==> config.mk <==
export PLATFORM = sky130hd
export DESIGN_NAME = quadrature_step_gen
export DESIGN_NICKNAME = d
export VERILOG_FILES = /design/src/rtl/quad_pkg.sv /design/src/rtl/step_prescaler.sv /design/src/rtl/quadrature_step_gen.sv
export SDC_FILE = /design/constraint.sdc
export NUM_CORES = 1
export LEC_CHECK = 0
export BUFFER_PORTS_ARGS = -buffer_cell sky130_fd_sc_hd__buf_2
export CORE_UTILIZATION = 40
export DETAILED_ROUTE_END_ITERATION = 10
export PLACE_DENSITY = 0.63
export SLEW_MARGIN = 20
export SYNTH_ARGS = -nofsm -noshare
export SYNTH_HDL_FRONTEND = slang
export SYNTH_SLANG_ARGS = --single-unit
export TNS_END_PERCENT = 1
==> constraint.sdc <==
create_clock -name clk -period 5.1 [get_ports clk]
set_input_delay 0 -clock clk [delete_from_list [all_inputs] [get_ports clk]]
set_output_delay 0 -clock clk [all_outputs]
set_load 0.02 [all_outputs]
==> src/rtl/quad_pkg.sv <==
// Shared types and constants for the quadrature step generator.
package quad_pkg;

  typedef enum logic {
    IDLE = 1'b0,
    RUN  = 1'b1
  } state_t;

  // Direction latched at detent start; CW counts as +1, CCW as -1.
  typedef enum logic {
    DIR_CW  = 1'b0,
    DIR_CCW = 1'b1
  } dir_t;

  localparam int unsigned STEPS_PER_DETENT = 4;
  localparam int unsigned PHASE_W          = 2;
  localparam int unsigned TIMER_W          = 16;

  // {A,B} value emitted on each advance, indexed by phase index.
  localparam logic [1:0] CW_SEQ  [STEPS_PER_DETENT] = '{2'b10, 2'b11, 2'b01, 2'b00};
  localparam logic [1:0] CCW_SEQ [STEPS_PER_DETENT] = '{2'b01, 2'b11, 2'b10, 2'b00};

endpackage

==> src/rtl/step_prescaler.sv <==
// Paces A/B transitions: one tick every STEP_DIV cycles while running.
module step_prescaler
  import quad_pkg::*;
#(
  parameter int unsigned STEP_DIV = 4
) (
  input  logic clk,
  input  logic rst,
  input  logic load,
  input  logic run,
  output logic tick_c
);

  localparam logic [TIMER_W-1:0] RELOAD = TIMER_W'(STEP_DIV - 1);

  logic [TIMER_W-1:0] timer;

  assign tick_c = run && (timer == '0);

  // Load on detent start, count down while running, reload on each tick.
  always_ff @(posedge clk or negedge rst) begin
    if (!rst) begin
      timer <= '0;
    end else if (load) begin
      timer <= RELOAD;
    end else if (run) begin
      timer <= tick_c ? RELOAD : timer - TIMER_W'(1);
    end
  end

endmodule

==> src/rtl/quadrature_step_gen.sv <==
// Emits one Gray-coded A/B detent per pending request, with a saturating
// signed pending-detent counter.
module quadrature_step_gen
  import quad_pkg::*;
#(
  parameter int unsigned STEP_DIV = 4,
  parameter int unsigned PEND_W   = 8
) (
  input  logic              clk,
  input  logic              rst,
  input  logic              step_up,
  input  logic              step_down,
  output logic              A,
  output logic              B,
  output logic              busy,
  output logic              detent_done,
  output logic [PEND_W-1:0] pending,
  output logic              ovf
);

  localparam int unsigned SUM_W = PEND_W + 2;
  localparam logic signed [SUM_W-1:0] P_MAX = SUM_W'(2 ** (PEND_W - 1) - 1);
  localparam logic signed [SUM_W-1:0] P_MIN = ~P_MAX;

  state_t               state, state_next;
  dir_t                 dir, dir_next;
  logic [PHASE_W-1:0]   phase, phase_next;
  logic [1:0]           ab_next;
  logic                 done_next;
  logic                 load_c;
  logic                 tick_c;
  logic signed [2:0]    delta_c;
  logic signed [SUM_W-1:0] sum_c;
  logic [PEND_W-1:0]    pending_next;
  logic                 ovf_next;

  step_prescaler #(.STEP_DIV(STEP_DIV)) u_prescaler (
    .clk    (clk),
    .rst    (rst),
    .load   (load_c),
    .run    (state == RUN),
    .tick_c (tick_c)
  );

  // Next state, direction latch, phase advance and A/B stepping.
  always_comb begin
    state_next = state;
    dir_next   = dir;
    phase_next = phase;
    ab_next    = {A, B};
    done_next  = 1'b0;
    load_c     = 1'b0;
    case (state)
      IDLE: begin
        if (pending != '0) begin
          state_next = RUN;
          dir_next   = pending[PEND_W-1] ? DIR_CCW : DIR_CW;
          phase_next = '0;
          load_c     = 1'b1;
        end
      end
      RUN: begin
        if (tick_c) begin
          ab_next    = (dir == DIR_CW) ? CW_SEQ[phase] : CCW_SEQ[phase];
          phase_next = phase + PHASE_W'(1);
          if (phase == PHASE_W'(STEPS_PER_DETENT - 1)) begin
            done_next  = 1'b1;
            state_next = IDLE;
          end
        end
      end
      default: state_next = IDLE;
    endcase
  end

  // Net pending delta (request plus completion), then clamp to PEND_W signed range.
  always_comb begin
    delta_c = 3'sd0;
    if (step_up && !step_down) begin
      delta_c = 3'sd1;
    end else if (step_down && !step_up) begin
      delta_c = -3'sd1;
    end
    if (done_next) begin
      delta_c = (dir == DIR_CW) ? delta_c - 3'sd1 : delta_c + 3'sd1;
    end
    sum_c = $signed({{2{pending[PEND_W-1]}}, pending})
          + $signed({{(SUM_W-3){delta_c[2]}}, delta_c});
    ovf_next     = 1'b0;
    pending_next = sum_c[PEND_W-1:0];
    if (sum_c > P_MAX) begin
      pending_next = P_MAX[PEND_W-1:0];
      ovf_next     = 1'b1;
    end else if (sum_c < P_MIN) begin
      pending_next = P_MIN[PEND_W-1:0];
      ovf_next     = 1'b1;
    end
  end

  // State and output registers; reset aborts any detent in flight.
  always_ff @(posedge clk or negedge rst) begin
    if (!rst) begin
      state       <= IDLE;
      dir         <= DIR_CW;
      phase       <= '0;
      A           <= 1'b0;
      B           <= 1'b0;
      busy        <= 1'b0;
      detent_done <= 1'b0;
      pending     <= '0;
      ovf         <= 1'b0;
    end else begin
      state       <= state_next;
      dir         <= dir_next;
      phase       <= phase_next;
      {A, B}      <= ab_next;
      busy        <= (state_next == RUN);
      detent_done <= done_next;
      pending     <= pending_next;
      ovf         <= ovf_next;
    end
  end

endmodule

* Word-level counts from Yosys, hierarchy flattened *
Cells that the tools add are included.

storage, ports and cells
  flip-flop bits (word level) = 32
  bits in latches = 0
  RAM bits = 0
  ROM bits = 0
  output and inout bits = 13
  memories = 0

operators by class
  add/sub/neg operators = 5
  multiply operators = 0
  div/mod/pow operators = 0
  order comparisons = 3
  eq/ne operators = 3
  shift operators = 0
  muxes and demuxes = 30
  bitwise gates (word level) = 2
  reduce and logical (&&, ||, !) cells = 11

operators with widths
  cell                     number
  $mux W16                 3
  $logic_not A16 Y1        1
  $mux W8                  2
  $sub A16 B1 Y16 const B  1
  $mux W2                  7
  $mux W3                  4
  $mux W1                  10
  $add A8 B3 Y9            1
  $gt A9 B8 Y1 const B     1
  $lt A9 B8 Y1 const B     1
  $bmux W2 S2              2
  $reduce_bool A8 Y1       1
  $reduce_and A2 Y1        3
  $pmux W2 S2              1
  $add A3 B2 Y3 const B    1
  $ge A3 B3 Y1 const B     1
  $logic_and A1 B1 Y1      3
  $not A2 Y3               1
  $sub A3 B2 Y3 const B    1
  $add A2 B1 Y2 const B    1
  $eq A2 B2 Y1 const B     1
  $logic_not A1 Y1         2
  $ne A2 B1 Y1 const B     1
  $ne A2 B2 Y1 const B     1
  other kinds (3)          3

* Longest topological paths before layout *
  word-level depth = 11
  mapped depth = 14
  mapped depth without buffers = 13

* Modules after synthesis *
A second synthesis with hierarchy kept.

second synthesis, totals
  cells, all modules = 202
  area, all modules = 1966.9 µm²

modules (own cells, without submodules)
  module               instances  cells an instance  area each (µm²)  sequential area each (µm²)
  quadrature_step_gen  1          109                1053.5           400.4
  step_prescaler       1          93                 913.4            400.4

* Worst setup path before layout *
No wires, ideal clock.

  kind = register -> register
  start = register u_prescaler.timer[7]
  end = register pending[0]
  setup time = 149 ps
  data arrival time = 3517 ps
  path slack = 1434 ps
  stages on the path, launching flop included = 14
  period minus slack after synthesis = 3666 ps
  cells stage by stage = dfrtp_1 or3_1 buf_2 nor4_1 and4_1 clkbuf_1 nand2_1 xnor2_1 ha_1 or3b_2 nor3_1 a21oi_1 nor3_1 o21ai_0

between the ends
  word-level cells in the longest chain between the ends = 9

RTL lines
  item                      RTL line                    text
  start: declaration        step_prescaler.sv:16        logic [TIMER_W-1:0] timer;
  start signal: assignment  step_prescaler.sv:27        timer <= tick_c ? RELOAD : timer - TIMER_W'(1);
  $logic_not A16 Y1 (*)     step_prescaler.sv:18        assign tick_c = run && (timer == '0);
  $logic_and A1 B1 Y1 (*)   step_prescaler.sv:18
  $mux W1 (*)               quadrature_step_gen.sv:63   if (tick_c) begin
  $mux W1 (*)               quadrature_step_gen.sv:53   case (state)
  net done_next             quadrature_step_gen.sv:29   logic done_next;
  $mux W3 (*)               quadrature_step_gen.sv:84   if (done_next) begin
  $add A8 B3 Y9 (*)         quadrature_step_gen.sv:88   + $signed({{(SUM_W-3){delta_c[2]}}, delta_c});
  $lt A9 B8 Y1              quadrature_step_gen.sv:94   end else if (sum_c < P_MIN) begin
  $mux W8                   quadrature_step_gen.sv:94
  $mux W8 (*)               quadrature_step_gen.sv:91   if (sum_c > P_MAX) begin
  net pending_next[0]       quadrature_step_gen.sv:34   logic [PEND_W-1:0] pending_next;
  end signal: assignment    quadrature_step_gen.sv:119  pending <= pending_next;
  end: declaration          quadrature_step_gen.sv:17   output logic [PEND_W-1:0] pending,

The timed path passes the listed nets; every way through them passes the cells marked *.
A chain may end at the register's enable or synchronous reset.

* Worst setup path after layout *
  start = register u_prescaler.timer[7]
  end = register pending[0]

between the ends
  word-level cells in the longest chain between the ends = 9

RTL lines
  item                     RTL line
  $logic_not A16 Y1 (*)    step_prescaler.sv:18
  $logic_and A1 B1 Y1 (*)  step_prescaler.sv:18
  $mux W1 (*)              quadrature_step_gen.sv:63
  $mux W1 (*)              quadrature_step_gen.sv:53
  $mux W3 (*)              quadrature_step_gen.sv:84
  $add A8 B3 Y9 (*)        quadrature_step_gen.sv:88
  $lt A9 B8 Y1             quadrature_step_gen.sv:94
  $mux W8                  quadrature_step_gen.sv:94
  $mux W8 (*)              quadrature_step_gen.sv:91
  net pending_next[0]      quadrature_step_gen.sv:34

Marked as above.

==> results.md <==
- Share of async-settable or async-resettable flops after synthesis: 1.00
- Final max-slew violation count: 0
- Final count of hold timing violations: 0
- Setup repair after global routing missed its margin: false
- Capturing point of the worst reg2reg path: pending[0]
- Horizontal extent of the die: 72.1 um
- Cts repair resizes: 0
- TritonCTS clock tree: yes
- WL/cell: approximately 13 um
- Via count of the first global-routing pass: approximately 1,400
- Achievable frequency: around 240 MHz
- Number of enable flip-flop cells after synthesis: 0
- Biggest regs: u_prescaler.timer: 16 flops, pending: 8 flops, phase: 2 flops
- Post-layout min period: roughly 4200 ps
- Post-CTS setup buffers: 0
- Wire length of the first global-routing pass: 6.59 mm
- Area taken by multi-input logic gates: 0.00111 mm^2
- Leftover overflow at the end of global routing: 0
- Clk buf depth: 2
- Required @ worst endpoint: 5230 ps
- Final setup violation count: 0
- Setup TNS Final: 0 ps
- Crit end category: flop
- Pwr per Cell Area: 556 mW/mm^2
- Final antenna-violating net count: 0
- Pre-antenna DRT Iters: 4
- Worst IR drop on VDD: ~0.43 mV
- DIE HEIGHT: 72.1 um
- Worst setup path class: reg -> reg
- Post-Route Utilization: 0.466
- Number of library cell types mapped by synthesis: 43
- Num rows: 25
- Number of antenna diodes: 0
- Per-instance average area after synthesis: 9.65 um^2
- Setup slack on the worst flop-to-flop path: 910 ps
- Worst min-delay path class: in -> async
- Slew at the pin with the worst max-slew slack: 722 ps
- Final total power: 0.00122 W
- Effective utilization at floorplan: 0.417
- Initial antenna violation count: 0
- Total global routing track utilization: 0.164
- Initial DRC Count: 71
- Seq. cell area: between 800 and 900 um^2
- Primary flip-flop cell chosen by synthesis mapping: dfrtp_1
- Cells after synthesis: 204
- Maximum number of pins on one net before global-route repair: 33
- Number of fill cells: 455
- Result of the run: completed
- Post-layout nets: 242
- Ratio of final minimum period to clock period: 0.821
- Area enclosed by the die boundary: approximately 0.0052 mm^2
- Reported max-cap violation count: 0
- Via total after detailed routing: 1,523
- Total core area: 0.00472 mm^2
- Routability-driven placement congestion ratio: about 0.78
- Share of the synthesized area in the top cell type: 0.407
- Launching element type of the critical path: flop
- Length in cells of the worst reg-to-reg path: 11
- Total wirelength of the detailed-routed design: 3.85 mm
- Number of warnings printed during yosys synthesis: 0
- Library cell occupying the most area in the post-synthesis netlist: dfrtp_1
- Data arrival time of the critical path: 4320 ps
- Reg with most FFs: u_prescaler.timer
- Final setup margin: between 900 and 1000 ps
- Max Clock Skew: 11.1 ps
- Clock-pin slew on the worst setup and hold paths: roughly 70 ps
- Top cells by area in the synthesized netlist: dfrtp_1, ha_1, a21oi_1
- Number of buffers created by CTS: 5
- Max FFs per register: 16
- Crit Reg-Reg Startpoint: u_prescaler.timer[7]
- Post-DP HPWL: ~2.7 mm
- Number of flip-flops and latches in the synthesized netlist: 32
- Clk root buf: clkbuf_8
- Insertion delay of the later-clocked pin in the worst-skew pair: 290 ps
- Fraction of the yosys area taken by sequential cells: 0.407
- IO Pins: 17
- Leakage power summed over all cells: 0.990 nW
- Slew headroom: 0.515
- Average via count per standard cell: 5.25
- Post-synthesis cell area: 0.00197 mm^2
- TritonCTS Sinks: 32
- DP Worst Slack: 883 ps
- Hold_buf cts: 1
- Area added between synthesis and finish: 11.8%
- Critical path fanouts, max: 7
- Count of H-tree levels built during CTS: 2
- Post-Syn Nets: between 200 and 250
- Share of layout cells above drive strength 1: 0.148
- Count of unresolved DRC violations after routing: 0
- Count of port buffers added during placement: 16
-- routing by layer --
metal,global-route usage,wire [um],up-vias
li1,-,-,790
met1,0.231,1970,701
met2,0.247,1720,28
met3,0.0458,138,4
met4,0.0458,28,0
met5,0,0,-
-- critical path, stage by stage, from the launching register on --
cell	delay (ps)
dfrtp_1	440
or3_1	490
nor4_1	300
and4_1	320
nand2_1	90
xnor2_1	530
ha_1	310
or3b_2	470
nor3_1	140
a21oi_1	130
nor3_1	620
o21ai_0	200
-- through the flow --
| step | hold slack [ps] | instance area [um^2] | std cells |
|---|---|---|---|
| floorplan | -296 | 1970 | 204 |
| global placement | 98.5 | 2100 | 281 |
| detailed placement | 97.9 | 2100 | 281 |
| CTS | 335 | 2200 | 290 |
| global route | 384 | 2200 | 290 |
| finish | 304 | 2200 | 290 |
-- power by group --
group          internal, W  total (W)  switching, W
combinational     0.000235   0.000549      0.000314
sequential        0.000368   0.000472      0.000104
clock             0.000110   0.000203     0.0000930
-- how the worst max path moves through the flow --
stage | startpoint | endpoint | slack [ps] | cells past startpoint
finish | u_prescaler.timer[7] | pending[0] | 910 | 11
global route | u_prescaler.timer[7] | pending[0] | 500 | 11
CTS | u_prescaler.timer[7] | pending[0] | 900 | 11
detailed placement | u_prescaler.timer[7] | pending[0] | 880 | 11
global placement | u_prescaler.timer[7] | pending[0] | 1030 | 11
floorplan | u_prescaler.timer[7] | pending[0] | 1430 | 13
-- layout make-up --
type | instances | share of cell area
clock buffers | 8 | 0.0409
well taps | 67 | 0.0381
multi-input cells | 158 | 0.503
inverters | 8 | 0.0136
repair buffers | 17 | 0.0409
flip-flops and latches | 32 | 0.364
-- cell usage after synthesis, types with 2 or more instances --
cell / instances
dfrtp_1: 32
a21oi_1: 19
ha_1: 15
o21ai_0: 15
nor2_1: 13
nand2_1: 10
nor3_1: 10
a31oi_1: 9
inv_1: 8
xnor2_1: 7
nand3_1: 5
nor4_1: 5
xor2_1: 5
clkbuf_1: 4
nand3b_1: 4
a22o_1: 3
mux2_2: 3
nand2b_1: 3
o2bb2ai_1: 3
a21o_1: 2
and3_1: 2
mux2i_1: 2
nor2b_1: 2
or2_2: 2
or2b_1: 2
or3_1: 2
-- cell families after synthesis --
kind of cell | synth area share
xor gates and xnor gates | 0.0534
and+or+nand+nor | 0.174
AOI/OAI and AO/OA | 0.202
muxes | 0.0273
DFF | 0.407
buffers and inverters | 0.0311
adders and majority gates | 0.106
-- cells in the final DEF, fill, tap and decap left out, types with 2 or more instances in the layout --
cell type  instances
xor2_1             5
and3_1             2
nor2b_1            2
nor4_1             5
nand3b_1           4
buf_2             16
xnor2_1            7
mux2i_1            2
a21o_1             2
a21oi_1           19
or3_1              2
a31oi_1            9
nand2_1           10
clkbuf_8           6
o21ai_0           15
nand2b_1           3
nand3_1            5
ha_1              15
clkbuf_1           2
nor2_1            13
or2b_1             2
inv_1              8
o2bb2ai_1          3
nor3_1            10
dfrtp_1           32
a22o_1             3
or2_2              2
mux2_2             3
No activity file was read; power rests on OpenSTA's default activity.
